<file path="src/rtl/rpn_tokenizer_if.sv">
// Token stream from the tokenizer to the RPN stack engine.
// Latency: n/a (signal bundle only).
// Backpressure: tok_valid/tok_ready; a token moves when both are high on a clock edge.
//
// Signals:
//   tok_valid  tokenizer -> engine  head token present
//   tok_ready  engine -> tokenizer  head token consumed this cycle
//   tok_type   tokenizer -> engine  0 NUM, 1 OP, 2 EVAL
//   tok_num    tokenizer -> engine  literal value (NUM only, else 0)
//   tok_op     tokenizer -> engine  0 '+', 1 '-', 2 '*', 3 '/' (OP only, else 0)
interface rpn_tokenizer_if #(
   parameter int NUM_WIDTH = 16
) ();
   logic                 tok_valid;
   logic                 tok_ready;
   logic [1:0]           tok_type;
   logic [NUM_WIDTH-1:0] tok_num;
   logic [1:0]           tok_op;

   modport master (
      output tok_valid,
      output tok_type,
      output tok_num,
      output tok_op,
      input  tok_ready
   );

   modport slave (
      input  tok_valid,
      input  tok_type,
      input  tok_num,
      input  tok_op,
      output tok_ready
   );
endinterface

</file>
<file path="src/rtl/rpn_tokenizer.sv">
// Turns received ASCII bytes into NUM/OP/EVAL calculator tokens held in a small FIFO.
// Latency: token pushed on an i_rx_done cycle is at the FIFO head next cycle; errors pulse next cycle.
// Backpressure: none on input; a byte whose tokens do not fit the free space is dropped (OVERRUN).
//
// Ports:
//   i_clk, i_rst_n          clock, asynchronous active-low reset
//   i_rx_done, i_data       received-byte strobe and byte
//   tok                     token stream (rpn_tokenizer_if.master)
//   o_err, o_err_code       1-cycle error pulse; 1 BAD_CHAR, 2 NUM_OVF, 3 OVERRUN
//   o_busy                  a literal is being accumulated
//   o_echo_valid/o_echo_data  only with RPN_TOK_ECHO_EN defined: echo of every accepted byte
module rpn_tokenizer #(
   parameter int NUM_WIDTH  = 16,
   parameter int FIFO_DEPTH = 4
) (
   input  logic        i_clk,
   input  logic        i_rst_n,
   input  logic        i_rx_done,
   input  logic [7:0]  i_data,
   rpn_tokenizer_if.master tok,
   output logic        o_err,
   output logic [1:0]  o_err_code,
   output logic        o_busy
`ifdef RPN_TOK_ECHO_EN
   ,
   output logic        o_echo_valid,
   output logic [7:0]  o_echo_data
`endif
);

   localparam int AW   = $clog2(FIFO_DEPTH);
   localparam int CW   = AW + 1;
   localparam int ACCW = NUM_WIDTH + 4;

   localparam logic [1:0] TOK_NUM  = 2'd0;
   localparam logic [1:0] TOK_OP   = 2'd1;
   localparam logic [1:0] TOK_EVAL = 2'd2;

   localparam logic [1:0] ERR_BAD_CHAR = 2'd1;
   localparam logic [1:0] ERR_NUM_OVF  = 2'd2;
   localparam logic [1:0] ERR_OVERRUN  = 2'd3;

   typedef enum logic {
      ST_IDLE,
      ST_NUM
   } state_t;

   typedef struct packed {
      logic [1:0]           ttype;
      logic [NUM_WIDTH-1:0] num;
      logic [1:0]           op;
   } tok_t;

   state_t               state_reg, state_nxt;
   logic [NUM_WIDTH-1:0] acc_reg, acc_nxt;
   logic                 ovf_reg, ovf_nxt;
   logic                 err_reg, err_nxt;
   logic [1:0]           err_code_reg, err_code_nxt;

   tok_t                 mem [FIFO_DEPTH];
   logic [AW-1:0]        wr_ptr, rd_ptr;
   logic [CW-1:0]        count_reg, free_cnt;

   logic                 push0, push1, pop, accept;
   logic [1:0]           n_push, need;
   tok_t                 tok0, tok1, term_tok, num_tok, head;

   // Byte classification
   logic                 is_digit, is_op, is_eval, is_sep, is_bad, is_term;
   logic [1:0]           op_code;
   logic [ACCW-1:0]      acc_ext, acc_mul;
   logic                 mul_ovf;

   always_comb begin
      is_digit = (i_data >= 8'h30) && (i_data <= 8'h39);
      is_op    = 1'b0;
      op_code  = 2'd0;
      case (i_data)
         8'h2B: begin is_op = 1'b1; op_code = 2'd0; end
         8'h2D: begin is_op = 1'b1; op_code = 2'd1; end
         8'h2A: begin is_op = 1'b1; op_code = 2'd2; end
         8'h2F: begin is_op = 1'b1; op_code = 2'd3; end
         default: ;
      endcase
      is_eval = (i_data == 8'h3D) || (i_data == 8'h0D);
      is_sep  = (i_data == 8'h20) || (i_data == 8'h0A) || (i_data == 8'h09);
      is_bad  = !(is_digit || is_op || is_eval || is_sep);
      is_term = is_op || is_eval;
   end

   // acc*10 + d via shifts; the 4 spare bits catch any result above the literal range
   always_comb begin
      acc_ext = ACCW'(acc_reg);
      acc_mul = (acc_ext << 3) + (acc_ext << 1) + ACCW'(i_data[3:0]);
      mul_ovf = |acc_mul[ACCW-1:NUM_WIDTH];
   end

   always_comb begin
      term_tok       = '0;
      term_tok.ttype = is_op ? TOK_OP : TOK_EVAL;
      term_tok.op    = is_op ? op_code : 2'd0;
      num_tok        = '0;
      num_tok.ttype  = TOK_NUM;
      num_tok.num    = acc_reg;
   end

   // Free space is taken from the registered count only; a pop in the same
   // cycle does not make room for this byte.
   assign free_cnt = CW'(FIFO_DEPTH) - count_reg;

   // Next-state / token generation
   always_comb begin
      state_nxt    = state_reg;
      acc_nxt      = acc_reg;
      ovf_nxt      = ovf_reg;
      err_nxt      = 1'b0;
      err_code_nxt = 2'd0;
      push0        = 1'b0;
      push1        = 1'b0;
      tok0         = '0;
      tok1         = '0;
      accept       = 1'b0;
      need         = 2'd0;

      if (state_reg == ST_NUM && !is_digit) begin
         // An overflowed literal is discarded, so it needs no slot
         need = (ovf_reg ? 2'd0 : 2'd1) + (is_term ? 2'd1 : 2'd0);
      end else if (is_term) begin
         need = 2'd1;
      end

      if (i_rx_done) begin
         if (is_bad) begin
            err_nxt      = 1'b1;
            err_code_nxt = ERR_BAD_CHAR;
         end else if (CW'(need) > free_cnt) begin
            err_nxt      = 1'b1;
            err_code_nxt = ERR_OVERRUN;
         end else begin
            accept = 1'b1;
            case (state_reg)
               ST_IDLE: begin
                  if (is_digit) begin
                     state_nxt = ST_NUM;
                     acc_nxt   = NUM_WIDTH'(i_data[3:0]);
                     ovf_nxt   = 1'b0;
                  end else if (is_term) begin
                     push0 = 1'b1;
                     tok0  = term_tok;
                  end
               end
               ST_NUM: begin
                  if (is_digit) begin
                     // Once overflowed, acc is frozen until the literal ends
                     if (!ovf_reg) begin
                        if (mul_ovf) ovf_nxt = 1'b1;
                        else         acc_nxt = acc_mul[NUM_WIDTH-1:0];
                     end
                  end else begin
                     if (ovf_reg) begin
                        err_nxt      = 1'b1;
                        err_code_nxt = ERR_NUM_OVF;
                        if (is_term) begin
                           push0 = 1'b1;
                           tok0  = term_tok;
                        end
                     end else begin
                        push0 = 1'b1;
                        tok0  = num_tok;
                        if (is_term) begin
                           push1 = 1'b1;
                           tok1  = term_tok;
                        end
                     end
                     state_nxt = ST_IDLE;
                     acc_nxt   = '0;
                     ovf_nxt   = 1'b0;
                  end
               end
               default: state_nxt = ST_IDLE;
            endcase
         end
      end
   end

   always_ff @(posedge i_clk or negedge i_rst_n) begin
      if (!i_rst_n) begin
         state_reg    <= ST_IDLE;
         acc_reg      <= '0;
         ovf_reg      <= 1'b0;
         err_reg      <= 1'b0;
         err_code_reg <= 2'd0;
      end else begin
         state_reg    <= state_nxt;
         acc_reg      <= acc_nxt;
         ovf_reg      <= ovf_nxt;
         err_reg      <= err_nxt;
         err_code_reg <= err_code_nxt;
      end
   end

   // Token FIFO: up to two writes per cycle, one read
   assign pop    = tok.tok_ready && (count_reg != '0);
   assign n_push = {1'b0, push0} + {1'b0, push1};

   always_ff @(posedge i_clk or negedge i_rst_n) begin
      if (!i_rst_n) begin
         for (int i = 0; i < FIFO_DEPTH; i++) mem[i] <= '0;
         wr_ptr    <= '0;
         rd_ptr    <= '0;
         count_reg <= '0;
      end else begin
         if (push0) mem[wr_ptr] <= tok0;
         if (push1) mem[wr_ptr + AW'(1)] <= tok1;
         wr_ptr    <= wr_ptr + AW'(n_push);
         if (pop) rd_ptr <= rd_ptr + AW'(1);
         count_reg <= count_reg + CW'(n_push) - CW'(pop);
      end
   end

   // Head fields forced to zero while empty so stale entries never show
   always_comb begin
      head = '0;
      if (count_reg != '0) head = mem[rd_ptr];
   end

   assign tok.tok_valid = (count_reg != '0);
   assign tok.tok_type  = head.ttype;
   assign tok.tok_num   = head.num;
   assign tok.tok_op    = head.op;

   assign o_err      = err_reg;
   assign o_err_code = err_code_reg;
   assign o_busy     = (state_reg == ST_NUM);

`ifdef RPN_TOK_ECHO_EN
   always_ff @(posedge i_clk or negedge i_rst_n) begin
      if (!i_rst_n) begin
         o_echo_valid <= 1'b0;
         o_echo_data  <= 8'h00;
      end else begin
         o_echo_valid <= accept;
         o_echo_data  <= accept ? i_data : 8'h00;
      end
   end
`endif

endmodule
</file>
<file path="src/flat_wrapper.sv">
// flat-port wrapper written by rule: the top's interface ports become plain ports
module rpn_tokenizer_flat 
#(
   parameter int NUM_WIDTH  = 16,
   parameter int FIFO_DEPTH = 4
)
  (i_clk, i_rst_n, i_rx_done, i_data, o_err, o_err_code, o_busy, tok_tok_valid, tok_tok_type, tok_tok_num, tok_tok_op, tok_tok_ready);
  rpn_tokenizer_if #(.NUM_WIDTH(NUM_WIDTH)) tok_i ();
  input  logic i_clk;
  input  logic i_rst_n;
  input  logic i_rx_done;
  input  logic [7:0] i_data;
  output logic o_err;
  output logic [1:0] o_err_code;
  output logic o_busy;
  output wire logic [$bits(tok_i.tok_valid)-1:0] tok_tok_valid;
  output wire logic [$bits(tok_i.tok_type)-1:0] tok_tok_type;
  output wire logic [$bits(tok_i.tok_num)-1:0] tok_tok_num;
  output wire logic [$bits(tok_i.tok_op)-1:0] tok_tok_op;
  input wire logic [$bits(tok_i.tok_ready)-1:0] tok_tok_ready;
  assign tok_tok_valid = tok_i.tok_valid;
  assign tok_tok_type = tok_i.tok_type;
  assign tok_tok_num = tok_i.tok_num;
  assign tok_tok_op = tok_i.tok_op;
  assign tok_i.tok_ready = tok_tok_ready;
  rpn_tokenizer #(.NUM_WIDTH(NUM_WIDTH), .FIFO_DEPTH(FIFO_DEPTH)) u_core (.i_clk(i_clk), .i_rst_n(i_rst_n), .i_rx_done(i_rx_done), .i_data(i_data), .tok(tok_i), .o_err(o_err), .o_err_code(o_err_code), .o_busy(o_busy));
endmodule
</file>
<file path="config.mk">
export PLATFORM = sky130hd
export DESIGN_NAME = rpn_tokenizer_flat
export DESIGN_NICKNAME = d
export VERILOG_FILES = /design/src/rtl/rpn_tokenizer_if.sv /design/src/rtl/rpn_tokenizer.sv /design/src/flat_wrapper.sv
export SDC_FILE = /design/constraint.sdc
export NUM_CORES = 1
export LEC_CHECK = 0
export CORE_MARGIN = 4
export CORE_UTILIZATION = 35
export DETAILED_ROUTE_END_ITERATION = 12
export GPL_TIMING_DRIVEN = 0
export PLACE_DENSITY = 0.61
export SLEW_MARGIN = 30
export SYNTH_ARGS = -nofsm -noshare
export SYNTH_HDL_FRONTEND = slang
export SYNTH_SLANG_ARGS = --single-unit
export TNS_END_PERCENT = 30
</file>
<file path="constraint.sdc">
create_clock -name i_clk -period 5.71 [get_ports i_clk]
set_input_delay 0.571 -clock i_clk [delete_from_list [all_inputs] [get_ports i_clk]]
set_output_delay 0.571 -clock i_clk [all_outputs]
set_load 0.01 [all_outputs]
</file>
; After elaboration in Yosys (flattened, before gate mapping)
; Index checks and enable logic that the tools add are counted.
[totals]
input_bits = 12
out_inout_bits = 25
word_cells = 144
register_bits = 108
[classes]
n_reduce_logical = 19
bitwise = 5
n_mux = 70
add_sub_neg = 10
n_eq_ne = 12
n_lt_le_gt_ge = 8
[ops]
columns = operator, count
row1 = two-way mux 20 bit, 18
row2 = bitwise mux 80 bit, 2
row3 = two-way mux 80 bit, 2
row4 = demux 20 bit (select 2 bit), 2
row5 = two-way mux 16 bit, 4
row6 = "equality test 8 x 6 -> 1 bit, second input constant", 6
row7 = binary-select mux 20 bit (select 2 bit), 1
row8 = case mux 20 bit (2 select lines), 1
row9 = case mux 16 bit (2 select lines), 1
row10 = two-way mux 1 bit, 27
row11 = "equality test 8 x 4 -> 1 bit, second input constant", 3
row12 = adder 19 x 17 -> 20 bit, 1
row13 = adder 20 x 4 -> 20 bit, 1
row14 = two-way mux 2 bit, 9
row15 = ">= comparator 3 bit, second input constant", 3
row16 = NOT 2 -> 3 bit, 3
row17 = ">= comparator 8 x 6 -> 1 bit, second input constant", 1
row18 = "<= comparator 8 x 6 -> 1 bit, second input constant", 1
row19 = OR reduction 4 bit, 2
row20 = logical OR 1 bit, 7
row21 = "< comparator 3 x 1 -> 1 bit, second input constant", 2
row22 = "!= test 3 bit, second input constant", 2
row23 = case mux 2 bit (3 select lines), 1
row24 = AND reduction 6 bit, 1
row25 = 15 further kinds, 23

; Longest topological paths before layout
[logic_depth]
word_depth = 15
mapped_depth = 20
mapped_depth_nobuf = 19

; Least setup slack after synthesis
; Ideal clock, no wire load.
[synth_timing]
kind = input -> register
startpoint = in i_data[4]
endpoint = reg u_core.count_reg[2]
slack_ns = 1.619
path_buffers = 0
arrival_time_ns = 3.969
required_ns = 5.587
stages = 18
setup_ns = 0.123
path_cell_list = nand2b_1 > nor3b_1 > a31oi_1 > nor2_2 > ha_1 > nand3_1 > inv_1 > ha_1 > nor2b_1 > o211ai_1 > nand2_1 > nor4_4 > ha_1 > inv_1 > ha_1 > inv_1 > fa_1 > xnor2_1
[synth_via]
elab_chain_cells = 14
word_cells_on_any_way = 44
cone_classes = 4 x add/sub / 3 x order compare / 9 x eq/ne / 17 x mux / 11 x reduce/logical
[synth_lines]
columns = element, line_no
row1 = "start, declared", flat_wrapper.sv:12  ; input logic [7:0] i_data;
row2 = equality test 8 x 6 -> 1 bit, rpn_tokenizer.sv:78  ; case (i_data)
row3 = OR reduction 4 bit (no line), n/a
row4 = two-way mux 1 bit, rpn_tokenizer.sv:78
row5 = logical OR 1 bit, rpn_tokenizer.sv:88  ; is_term = is_op || is_eval;
row6 = two-way mux 1 bit, n/a
row7 = adder 2 bit or two-way mux 1 bit (tied branches), "rpn_tokenizer.sv:127, rpn_tokenizer.sv:160"
row8 = two-way mux 2 bit or two-way mux 1 bit (tied branches), "rpn_tokenizer.sv:125, rpn_tokenizer.sv:153"
row9 = "greater-than comparator 2 x 3 -> 1 bit, or another cell as far along", rpn_tokenizer.sv:136  ; end else if (CW'(need) > free_cnt) begin
row10 = two-way mux 1 bit, rpn_tokenizer.sv:136
row11 = two-way mux 1 bit, rpn_tokenizer.sv:133  ; if (is_bad) begin
row12 = two-way mux 1 bit, rpn_tokenizer.sv:132  ; if (i_rx_done) begin
row13 = adder 1 x 1 -> 2 bit *, rpn_tokenizer.sv:204  ; assign n_push = {1'b0, push0} + {1'b0, push1};
row14 = adder 3 x 2 -> 3 bit *, rpn_tokenizer.sv:217  ; count_reg <= count_reg + CW'(n_push) - CW'(pop);
row15 = subtractor 3 x 1 -> 3 bit *, rpn_tokenizer.sv:217
row16 = "end signal, assigned", rpn_tokenizer.sv:217
row17 = "end, declared", rpn_tokenizer.sv:62  ; logic [CW-1:0] count_reg, free_cnt;
; Every way passes the cells marked *; elsewhere a longest branch is shown, timed or not.
; A chain may end at the register's enable or synchronous reset.

; Worst setup path after layout
; Same ends and word-level chain as after synthesis.

==> reports/summary.txt <==
Outcome: finished clean
Worst slew pin tran: 1.023 ns
Final nets: 737
Gr usage total: 15.16%
Avg Inst Size Synth: 10.75 um^2
Post-synth EDFFs: 0
Relative slew margins: 31.60%
Layout cells sized above 1: 12.43%
Max Cap Viol: 0
Final Hold Slack: 0.1849 ns
Initial antenna violation count: 0
PortBufs: 35
Mapped Area: 6794 um^2
Initial Utilization: 35.96%
Synthesized instance count: 632
Reg2Reg Setup Slack: 1.63 ns
Placed insts: 928
Min Tclk post-route: 5.034 ns
CP Class: input pin to flip-flop
Worst EP required: 5.94 ns
Yosys warning count: 0
First-pass GRT wire length: 26,810 um
Final period utilization: 88.16%
Routability Congestion: 0.8276
Final antenna-violating net count: 0
Core Region: 18,890 um^2
Setup Viol. Count Final: 0
Root Buffer: clkbuf_16
Synthesis-stage register bit count: 108
Max reg flops: 80
Final Max Tran Viols: 0
Routed WL per cell: 17.14 um
DRC Markers: 0
Crit. Startpoint: i_data[4]
Maximum clock frequency: 198.6 MHz
Post-Route Setup TNS: 0 ns
Max clock buf depth: 2
Netlist cell types: 66
Hold_buf cts: 0
Peak VDD IR: 0.1340 mV
Asr flop ratio synth: 100.0%
TritonCTS clock tree: yes
Syn nets: 689
Worst Skew: 0.007144 ns
DP Area: 7505 um^2
I/O pins: 37
Hold Vio Cnt, Final: 0
Total power draw: 2420 uW
CTS Buf Count: 9
Worst R2R End: u_core.count_reg[2]$_DFF_PN0_
Worst-Skew Late Latency: 0.34 ns
Largest net degree at the start of global routing: 59
Share of the synthesized area in the top cell type: 39.78%
RR Startpoint: u_core.ovf_reg$_DFFE_PN0P_
Max FO, Critical Path: 7
Post-cts resize count: 0
CP Capture Type: flip-flop
Diode count: 0
DPL Wire Length: 11,840 um
R2r worst-path depth: 15
Area contributors post-synth: dfrtp_1, mux2i_1, ha_1, mux4_2, nor2_1
Grt ovf: 0
Clock-pin slew on the worst setup and hold paths: 0.07 ns
CTS Sinks: 108
Sequential-to-total area share from yosys stat: 39.78%
Crit path DAT: 5.26 ns
RSZ-0062 raised after global routing: no
FP Rows: 50
Hold Path Class: input pin to asynchronous set/reset pin
Vias: 4,910
Critical Path Sink: u_core.count_reg[2]$_DFF_PN0_
Buffer count from post-CTS setup fixing: 0
Vias in the first global route: 5,099
Die Ht: 147.3 um
DR pass1 iterations: 4
Drt total wl: 16,180 um
Area leader, netlist: dfrtp_1
Post-route cell area: 7829 um^2
Layout Cells excl Fill: 944
Die footprint: 21,700 um^2
DR vias/cell: 5.201
H-tree level count: 3
Startpoint types: input pin
Synthesis-to-finish area growth: 15.23%
Post-synth top flop: dfrtp_1
Pwr Density: 309.1 nW/um^2
Die width: 147.3 um
Leakage: 0.003951 uW
DR iter-0 viols: 308
## worst max-delay path, cell delays in order
cell	delay (ns)
clkdlybuf4s50_1	0.55
nand2b_1	0.22
o21ai_0	0.14
a31oi_1	0.31
nor2_2	0.09
ha_1	0.21
nand3_1	0.34
inv_1	0.10
ha_1	0.32
nor2b_1	0.13
o211ai_1	0.29
nand2_1	0.34
nor4_4	0.47
ha_1	0.26
inv_1	0.05
ha_1	0.27
inv_1	0.05
fa_1	0.42
xnor2_1	0.13
## cell usage in the layout (no fill, tap or decap), types with 13 or more instances in the layout
cell / instances
xnor2_1: 13
nor2_1: 83
dfrtp_1: 108
a21oi_1: 17
clkbuf_1: 14
mux4_2: 20
mux2i_1: 67
a22o_1: 14
ha_1: 42
o21ai_0: 18
and2_1: 37
inv_1: 28
nand2_1: 25
clkdlybuf4s50_1: 34
## how the worst min path moves through the flow
stage / end / slack (ns)
2_1_floorplan: u_core.acc_reg[0]$_DFFE_PN0P_ / 0.28
3_3_place_gp: u_core.mem[20]$_DFF_PN0_ / 0.49
3_5_place_dp: u_core.mem[40]$_DFF_PN0_ / 0.49
4_1_cts: u_core.mem[34]$_DFF_PN0_ / 0.21
5_1_grt: u_core.mem[34]$_DFF_PN0_ / 0.23
6_report: u_core.acc_reg[14]$_DFFE_PN0P_ / 0.18
## power breakdown
part | internal, uW | switching, uW
Sequential | 821 | 66.0
Clock | 383 | 259
Combinational | 380 | 511
Total | 1580 | 836
## cell type report
| type | count | area, um^2 |
|---|---|---|
| Clock buffer | 13 | 240.2 |
| Clock inverter | 2 | 60.06 |
| Timing Repair Buffer | 37 | 386.6 |
| Sequential cell | 108 | 2703 |
| Fill cell | 1807 | 11060 |
| Multi-Input combinational cell | 462 | 3796 |
| Inverter | 28 | 105.1 |
| Tap cell | 260 | 325.3 |
| Buffer | 34 | 212.7 |
## synth_stat cells (4+ instances only)
cell type	count
o211ai_1	5
a21oi_1	17
mux2i_1	67
xnor2_1	13
o21a_1	4
dfrtp_1	108
buf_6	6
nand3_1	9
nand2b_1	7
a31oi_1	7
and2_1	37
o21ai_0	18
nand2_1	25
inv_1	28
nor2b_1	8
a22o_2	9
xor2_1	6
buf_1	5
clkbuf_1	10
a21o_1	5
ha_1	42
a22o_1	14
mux4_2	20
buf_2	9
and4_1	4
nor2_1	83
## stage by stage
stage	util [%]	setup WS [ns]
global placement	39.54	0.1188
global route	41.44	0.4000
floorplan	-	1.619
detailed placement	39.72	0.4943
finish	41.44	0.6759
CTS	41.31	0.8605
## kinds of logic (layout without fill, tap and decap cells)
| family | Yosys count | after routing | share of synthesized area [%] |
|---|---|---|---|
| xor+xnor | 19 | 19 | 2.449 |
| compound gates | 107 | 107 | 11.84 |
| mux | 88 | 88 | 16.67 |
| simple gates | 203 | 203 | 15.99 |
| buf+inv | 62 | 114 | 4.659 |
| fa+ha+maj | 45 | 45 | 8.619 |
| flops | 108 | 108 | 39.78 |
## routing by layer
layer  vias up  GRT usage [%]  share of wire, %
li1       2360              -                 -
met1      2448          20.27                46
met2        90          25.85                49
met3        12          1.974               3.2
met4         0          4.427               1.4
met5         -              0                 0
No activity file was read; power rests on OpenSTA's default activity.
